==> src/rtl/caliptra_apb_arbiter.sv <==
// caliptra_apb_arbiter
//   Shares the single Caliptra SoC APB target between two upstream APB
//   requesters (port 0: host AXI-to-APB bridge, port 1: debug/test driver).
//   Round-robin, one transfer per grant, with an optional downstream-hang
//   timeout. The granted requester's PAUSER is forwarded with its transfer.
//
// Ports
//   core_clk, core_rst_b      clock, synchronous active-low reset
//   sN_* (N=0,1)              upstream APB target ports (penable ignored)
//   m_*                       downstream APB requester port (registered)
//   grant_id                  port currently owning / last owning the bus
//   timeout_count             saturating count of timed-out transfers
//
// state  | meaning
// -------+--------------------------------------------------------------
// IDLE   | no transfer; arbitrate between pending requests
// SETUP  | downstream APB setup phase (psel=1, penable=0)
// ACCESS | downstream APB access phase; waits for pready or timeout
// RESP   | one-cycle completion pulse to the granted requester
module caliptra_apb_arbiter #(
    parameter int ADDR_WIDTH     = 32,
    parameter int DATA_WIDTH     = 32,
    parameter int USER_WIDTH     = 32,
    parameter int TIMEOUT_CYCLES = 256
) (
    input  logic                  core_clk,
    input  logic                  core_rst_b,

    input  logic [ADDR_WIDTH-1:0] s0_paddr,
    input  logic [2:0]            s0_pprot,
    input  logic [USER_WIDTH-1:0] s0_pauser,
    input  logic                  s0_psel,
    input  logic                  s0_penable,
    input  logic                  s0_pwrite,
    input  logic [DATA_WIDTH-1:0] s0_pwdata,
    output logic [DATA_WIDTH-1:0] s0_prdata,
    output logic                  s0_pready,
    output logic                  s0_pslverr,

    input  logic [ADDR_WIDTH-1:0] s1_paddr,
    input  logic [2:0]            s1_pprot,
    input  logic [USER_WIDTH-1:0] s1_pauser,
    input  logic                  s1_psel,
    input  logic                  s1_penable,
    input  logic                  s1_pwrite,
    input  logic [DATA_WIDTH-1:0] s1_pwdata,
    output logic [DATA_WIDTH-1:0] s1_prdata,
    output logic                  s1_pready,
    output logic                  s1_pslverr,

    output logic [ADDR_WIDTH-1:0] m_paddr,
    output logic [2:0]            m_pprot,
    output logic [USER_WIDTH-1:0] m_pauser,
    output logic                  m_psel,
    output logic                  m_penable,
    output logic                  m_pwrite,
    output logic [DATA_WIDTH-1:0] m_pwdata,
    input  logic [DATA_WIDTH-1:0] m_prdata,
    input  logic                  m_pready,
    input  logic                  m_pslverr,

    output logic                  grant_id,
    output logic [7:0]            timeout_count
);

    localparam int CW = (TIMEOUT_CYCLES > 1) ? $clog2(TIMEOUT_CYCLES) : 1;
    localparam logic [CW-1:0] TC_LAST = CW'((TIMEOUT_CYCLES > 0) ? TIMEOUT_CYCLES - 1 : 0);
    localparam bit TIMEOUT_EN = (TIMEOUT_CYCLES != 0);

    typedef enum logic [1:0] {
        IDLE   = 2'd0,
        SETUP  = 2'd1,
        ACCESS = 2'd2,
        RESP   = 2'd3
    } state_t;

    state_t                state, state_nxt;
    logic                  last_grant, last_grant_nxt;
    logic                  grant_nxt;
    logic                  win;
    logic [CW-1:0]         cnt, cnt_nxt;
    logic [7:0]            tc_nxt;
    logic [ADDR_WIDTH-1:0] paddr_nxt;
    logic [2:0]            pprot_nxt;
    logic [USER_WIDTH-1:0] pauser_nxt;
    logic                  pwrite_nxt;
    logic [DATA_WIDTH-1:0] pwdata_nxt;
    logic                  rsp_valid;
    logic [DATA_WIDTH-1:0] rsp_data;
    logic                  rsp_err;
    logic                  s0_pready_nxt, s1_pready_nxt;

    // Upstream penable carries no information for this arbiter.
    logic unused_penable;
    assign unused_penable = s0_penable ^ s1_penable;

    always_comb begin
        state_nxt      = state;
        last_grant_nxt = last_grant;
        grant_nxt      = grant_id;
        win            = 1'b0;
        cnt_nxt        = cnt;
        tc_nxt         = timeout_count;
        paddr_nxt      = m_paddr;
        pprot_nxt      = m_pprot;
        pauser_nxt     = m_pauser;
        pwrite_nxt     = m_pwrite;
        pwdata_nxt     = m_pwdata;
        rsp_valid      = 1'b0;
        rsp_data       = '0;
        rsp_err        = 1'b0;

        unique case (state)
            IDLE: begin
                if (s0_psel || s1_psel) begin
                    // Contention goes to the port that did not win last time.
                    win        = (s0_psel && s1_psel) ? ~last_grant : s1_psel;
                    grant_nxt  = win;
                    paddr_nxt  = win ? s1_paddr  : s0_paddr;
                    pprot_nxt  = win ? s1_pprot  : s0_pprot;
                    pauser_nxt = win ? s1_pauser : s0_pauser;
                    pwrite_nxt = win ? s1_pwrite : s0_pwrite;
                    // Write data is only presented for writes.
                    if (win ? s1_pwrite : s0_pwrite) begin
                        pwdata_nxt = win ? s1_pwdata : s0_pwdata;
                    end else begin
                        pwdata_nxt = '0;
                    end
                    state_nxt = SETUP;
                end
            end
            SETUP: begin
                cnt_nxt   = '0;
                state_nxt = ACCESS;
            end
            ACCESS: begin
                cnt_nxt = cnt + 1'b1;
                // Completion takes priority over a coincident timeout.
                if (m_pready) begin
                    rsp_valid = 1'b1;
                    rsp_data  = m_pwrite ? '0 : m_prdata;
                    rsp_err   = m_pslverr;
                    state_nxt = RESP;
                end else if (TIMEOUT_EN && (cnt == TC_LAST)) begin
                    rsp_valid = 1'b1;
                    rsp_data  = '0;
                    rsp_err   = 1'b1;
                    tc_nxt    = (timeout_count == 8'hFF) ? 8'hFF : timeout_count + 8'd1;
                    state_nxt = RESP;
                end
            end
            RESP: begin
                last_grant_nxt = grant_id;
                state_nxt      = IDLE;
            end
            default: state_nxt = IDLE;
        endcase
    end

    // A requester that dropped psel before completion gets no response.
    assign s0_pready_nxt = rsp_valid && (grant_id == 1'b0) && s0_psel;
    assign s1_pready_nxt = rsp_valid && (grant_id == 1'b1) && s1_psel;

    always_ff @(posedge core_clk) begin
        if (!core_rst_b) begin
            state         <= IDLE;
            last_grant    <= 1'b1;
            grant_id      <= 1'b0;
            cnt           <= '0;
            timeout_count <= 8'h00;
            m_paddr       <= '0;
            m_pprot       <= '0;
            m_pauser      <= '0;
            m_pwrite      <= 1'b0;
            m_pwdata      <= '0;
            m_psel        <= 1'b0;
            m_penable     <= 1'b0;
            s0_pready     <= 1'b0;
            s0_prdata     <= '0;
            s0_pslverr    <= 1'b0;
            s1_pready     <= 1'b0;
            s1_prdata     <= '0;
            s1_pslverr    <= 1'b0;
        end else begin
            state         <= state_nxt;
            last_grant    <= last_grant_nxt;
            grant_id      <= grant_nxt;
            cnt           <= cnt_nxt;
            timeout_count <= tc_nxt;
            m_paddr       <= paddr_nxt;
            m_pprot       <= pprot_nxt;
            m_pauser      <= pauser_nxt;
            m_pwrite      <= pwrite_nxt;
            m_pwdata      <= pwdata_nxt;
            m_psel        <= (state_nxt == SETUP) || (state_nxt == ACCESS);
            m_penable     <= (state_nxt == ACCESS);
            s0_pready     <= s0_pready_nxt;
            s0_prdata     <= s0_pready_nxt ? rsp_data : '0;
            s0_pslverr    <= s0_pready_nxt && rsp_err;
            s1_pready     <= s1_pready_nxt;
            s1_prdata     <= s1_pready_nxt ? rsp_data : '0;
            s1_pslverr    <= s1_pready_nxt && rsp_err;
        end
    end

endmodule
==> config.mk <==
export PLATFORM = sky130hd
export DESIGN_NAME = caliptra_apb_arbiter
export DESIGN_NICKNAME = d
export VERILOG_FILES = /design/src/rtl/caliptra_apb_arbiter.sv
export SDC_FILE = /design/constraint.sdc
export NUM_CORES = 1
export LEC_CHECK = 0
export CAP_MARGIN = 5
export CORE_UTILIZATION = 29
export DETAILED_ROUTE_END_ITERATION = 12
export GPL_ROUTABILITY_DRIVEN = 0
export PLACE_DENSITY = 0.65
export SYNTH_ARGS = -nofsm -noshare
export SYNTH_HDL_FRONTEND = slang
export SYNTH_SLANG_ARGS = --single-unit
==> constraint.sdc <==
create_clock -name core_clk -period 1.84 [get_ports core_clk]
set_input_delay 0.276 -clock core_clk [delete_from_list [all_inputs] [get_ports core_clk]]
set_output_delay 0.276 -clock core_clk [all_outputs]
set_load 0.03 [all_outputs]
* After elaboration in Yosys (flattened, before gate mapping)
Index checks and enable logic that the tools add are counted.
Storage, ports and cells: register bits 190, output and inout port bits 179, word-level logic and storage cells 66
Cells by class: add/sub/neg operators 2, eq/ne operators 7, multiplexer cells 21, bitwise operators 3, reduce and logical (&&, ||, !) cells 15
Operators by type and width (count):
- $mux 32 | 7
- $add 8x1->8 const B | 2
- $eq 8x8->1 const B | 2
- $pmux 8 s2 | 1
- $mux 8 | 1
- $pmux 2 s4 | 1
- $logic_and 1x1->1 | 7
- $mux 1 | 7
- $eq 2x2->1 const B | 3
- $mux 2 | 3
- $reduce_and 2->1 | 3
- $eq 2x1->1 const B | 2
- $mux 3 | 1
- $not 1->1 | 3
- $reduce_and 3->1 | 1
- $logic_not 2->1 | 1
- $logic_or 1x1->1 | 2
- $reduce_bool 2->1 | 1

* Longest topological paths before layout
depth after elaboration 7, mapped depth 8, depth with buffers taken out 8

* Worst setup path before layout
OpenSTA, ideal clock, no wires.
path type flip-flop to flip-flop, start reg state[0], end reg m_psel, data arrival time 1715 ps, setup slack 60 ps, cell stages (with the launch flop) 9, path buffers 0, clock period less this slack 1780 ps, cells stage by stage dfxtp_1 -> inv_1 -> ha_1 -> nand4_4 -> o21ai_0 -> a21oi_1 -> or2_2 -> ha_1 -> nor2b_1
Between the ends: word-level cells in the longest chain between the ends 5
RTL lines:
- start: declaration | RTL line 77 | state_t state, state_nxt;
- start signal: assignment | RTL line 185 | state <= state_nxt;
- $mux 2 | RTL line 144 | end else if (TIMEOUT_EN && (cnt == TC_LAST)) begin
- $mux 2 | RTL line 139 | if (m_pready) begin
- $pmux 2 s4 * | RTL line 113 | unique case (state)
- $eq 2x1->1 or $eq 2x2->1 (tied branches) | RTL line 195 | m_psel <= (state_nxt == SETUP) || (state_nxt == ACCESS);
- $logic_or 1x1->1 * | RTL line 195
- end signal: assignment | RTL line 195
- end: declaration | RTL line 54 | output logic m_psel,
Mark *: on every way between the ends. The rest lies on a longest branch, timed or not. A chain may end at the register's enable or synchronous reset.

* Final worst setup path
start reg m_pwdata[1], end out m_pwdata[1]
RTL lines:
- start: declaration | RTL line 57 | output logic [DATA_WIDTH-1:0] m_pwdata,
- start signal: assignment | RTL line 194 | m_pwdata <= pwdata_nxt;
No word-level cell between the ends.

==> results.toml <==
[global_routing]
gr-usage-all-layers = 0.1976
grt_max_degree = 71
grt_overflow = 0
grt_pass1_vias = 7119
antenna_found_initial = 1
grt_pass1_wl_um = 40190

[clocking]
cts_inserted_buffers = 17
worstSkewPairLatency_ps = 440
clock-root-buffer = "clkbuf_16"
cts_buffer_depth = 2
ctsHoldBuffers = 0
cts_tree = "built"
htreeDepth = 4
path_clk_slew_ps = 90
cts_sinks = 190

[timing]
hold_viol = 0
drv_slew = 0
timing.final.ws_setup_ps = 41.76
rsz0062_at_grt = "false"
skew_ps = 14.66
tns_ps = 0
fin_crit_sh = 0.9773
tightest_slew_ps = 503.5
fmaxAchievable_mhz = 556.1
whs_ps = 396.8
setup_viol = 0
post-route-min-period_ps = 1798
slew_headroom = 0.6621

[place]
hpwl_um = 19470
pre_cts_ws_ps = -124.0
placed_area_um2 = 12170
dp_cells = 1538
port_buffers = 416

[floorplanning]
io_pins = 419
rows = 58
die_width_um = 162.0
initial_core_util = 0.2956
coreArea_um2 = 25110
dieArea_um2 = 26240
die_h_um = 162.0

[setup_path]
critPathTopFamily = "buffers and inverters"
worst-r2r-setup-slack_ps = 120
slowest_delay_ps = 700
worstPathArrival_ps = 1520
worstPathRequired_ps = 1560
r2r-start = "cnt[0]$_SDFFE_PN0P_"
critPathKind = "flip-flop to output port"
crit-reg2reg-capture = "s0_prdata[23]$_SDFF_PN0_"
startpoint_type = "flip-flop"
end_kind = "output port"
r2r_cells = 6
path_max_fanout = 2
crit_buf_inv = 1
critPathSlowestCell = "clkdlybuf4s50_1"
crit_path_cell_trace = "clkdlybuf4s50_1"

[routing]
drt_iter0_drc = 551
drt-total-wl_um = 26420
dr_wl_met3_um = 2149
wire_per_inst_um = 16.81
viasPerCell = 4.839
vias = 7607
highest_layer = "met4"
dr.pass1.iters = 5
wl_met1_um = 10840
drc_errors = 0
wl_met2_um = 12880
drt.antenna.violating_nets = 0

[power_and_ir_drop]
p_comb_frac = 0.406
ir_worst_vdd_mv = 0.6439
leakage_nw = 5.322
p_int_mw = 9.570
p_sw_frac = 0.3851
p_seq_frac = 0.340
clockPowerShare = 0.254
power_density_nw_per_um2 = 1213
totalPowerFinal_mw = 15.56
p_switching_mw = 5.993

[synthesis]
synthCells = 827
syn_avg_cell_area_um2 = 8.975
syn_area_um2 = 7422
synth_cell_types = 48
syn-num-nets = 1074
synth_seq_cells = 190
synth-seq-area-share = 0.5125
ys_warn_count = 0

[flow_run]
cap_violations = 0

[status]
outcome = "finished, final reports clean"

[worst_hold_path]
whs_endpoint = "m_paddr[6]$_SDFFE_PN0P_"
min_path_cells = 3
worstHoldStart = "s1_paddr[6]"
hp-class = "input pin to flip-flop"

[finish]
drive_above_1_share = 0.07655
area_growth_pct = 72.83
fin_util = 0.5109
layout.cells.non_filler = 1572
nets = 1475
fin_area_um2 = 12830
==> what timing repair did <==
action / CTS / global route
endpoints found under the setup margin: 6 / 47
setup buffers: 0 / 1
gates cloned: 0 / 0
resized for setup: 6 / 11
pin swaps: 0 / 3
==> layer usage <==
layer  vias to the layer above  global-route usage
met5                         -                   0
met3                        36             0.06027
met2                       326              0.3353
li1                       3746                   -
met4                         0             0.06346
met1                      3499              0.2371
==> Yosys cell counts, drive strengths merged <==
cell	number	share of area
nand4	5	0.0083
a21boi	2	0.0020
a21bo	1	0.0013
a311oi	96	0.11
xor2	4	0.0047
nor3b	2	0.0027
o21ai	5	0.0034
dfxtp	190	0.51
o311a	1	0.0013
nor2b	2	0.0017
nor4b	1	0.0012
nor4	2	0.0034
nor3	2	0.0020
mux2i	1	0.0013
o2111a	2	0.0054
and2b	3	0.0030
or3	3	0.0025
nand2	142	0.072
nand3	73	0.049
nor2	104	0.054
a31oi	1	0.00084
and3	68	0.057
o21a	1	0.0010
clkbuf	34	0.018
a21oi	4	0.0027
ha	7	0.012
or2	1	0.00084
buf	44	0.036
o211a	8	0.011
inv	6	0.0030
xnor2	1	0.0012
nand3b	3	0.0030
and2	4	0.0034
and4bb	1	0.0017
a41o	3	0.0042
==> cell families (layout without fill, tap and decap cells) <==
kind of cell | Yosys count | after routing | share of synthesized area
compound gates | 124 | 124 | 0.1463
xor+xnor | 5 | 5 | 0.005900
fa+ha+maj | 7 | 7 | 0.01180
buf+inv | 84 | 498 | 0.05630
flops | 190 | 190 | 0.5125
mux | 1 | 1 | 0.001349
other cells | 0 | 1 | 0
simple gates | 416 | 416 | 0.2658
==> placed cells by master, fill, tap and decap left out, types with 4 or more instances in the layout <==
master           count
a21oi_1              4
a311oi_1            96
and2_1               4
and3_1              67
buf_12              17
buf_4               27
clkbuf_16           17
clkdlybuf4s50_1    403
dfxtp_1            190
dlygate4sd2_1        6
dlymetal6s2s_1       7
ha_1                 4
inv_1                5
inv_12               6
inv_8                4
nand2_1            142
nand3_1             73
nor2_1             103
o211a_1              8
xor2_1               4
==> power by group through the flow <==
stage          clock (mW)  combinational, mW  sequential, mW
6_report             3.95               6.32            5.29
5_1_grt              4.22               6.82            5.39
4_1_cts              4.05               6.37            5.30
3_5_place_dp            0               6.35            5.38
3_3_place_gp            0               6.32            5.36
2_1_floorplan           0               2.04            6.81
==> area by class of cell <==
type / count / area [um2]
Tap cell: 330 / 412.9
Clock buffer: 17 / 425.4
Clock inverter: 15 / 209.0
Fill cell: 2375 / 12280
Multi-Input combinational cell: 553 / 3233
Timing Repair Buffer: 460 / 4717
Inverter: 6 / 23.77
Antenna cell: 1 / 2.502
Sequential cell: 190 / 3804
==> sequential cells by signal (all words and copies together) (netlist names), 2 cells and up <==
name,cells
m_paddr,32
m_pwdata,32
m_pprot,3
s1_prdata,32
state,2
timeout_count,8
s0_prdata,32
m_pauser,32
cnt,8
==> worst max-delay path by stage <==
stage / start / end / slack [ps] / cells past startpoint
after floorplan: state[0]$_SDFF_PN0_ / m_psel$_SDFF_PN0_ / 60 / 8
after global placement: s0_psel / m_pwdata[28]$_SDFFE_PN0P_ / -90 / 5
after detailed placement: s0_psel / m_pwdata[28]$_SDFFE_PN0P_ / -120 / 5
after CTS: m_pwrite$_SDFFE_PN0P_ / m_pwrite / 5 / 1
after global routing: cnt[1]$_SDFFE_PN0P_ / s1_prdata[10]$_SDFF_PN0_ / 0.4 / 6
final: m_pwdata[1]$_SDFFE_PN0P_ / m_pwdata[1] / 40 / 1
==> worst min-delay path, stage by stage <==
cell and delay [ps]:
clkdlybuf4s50_1 390, nand2_1 50, a311oi_1 70
(Power assumes the default switching activity.)
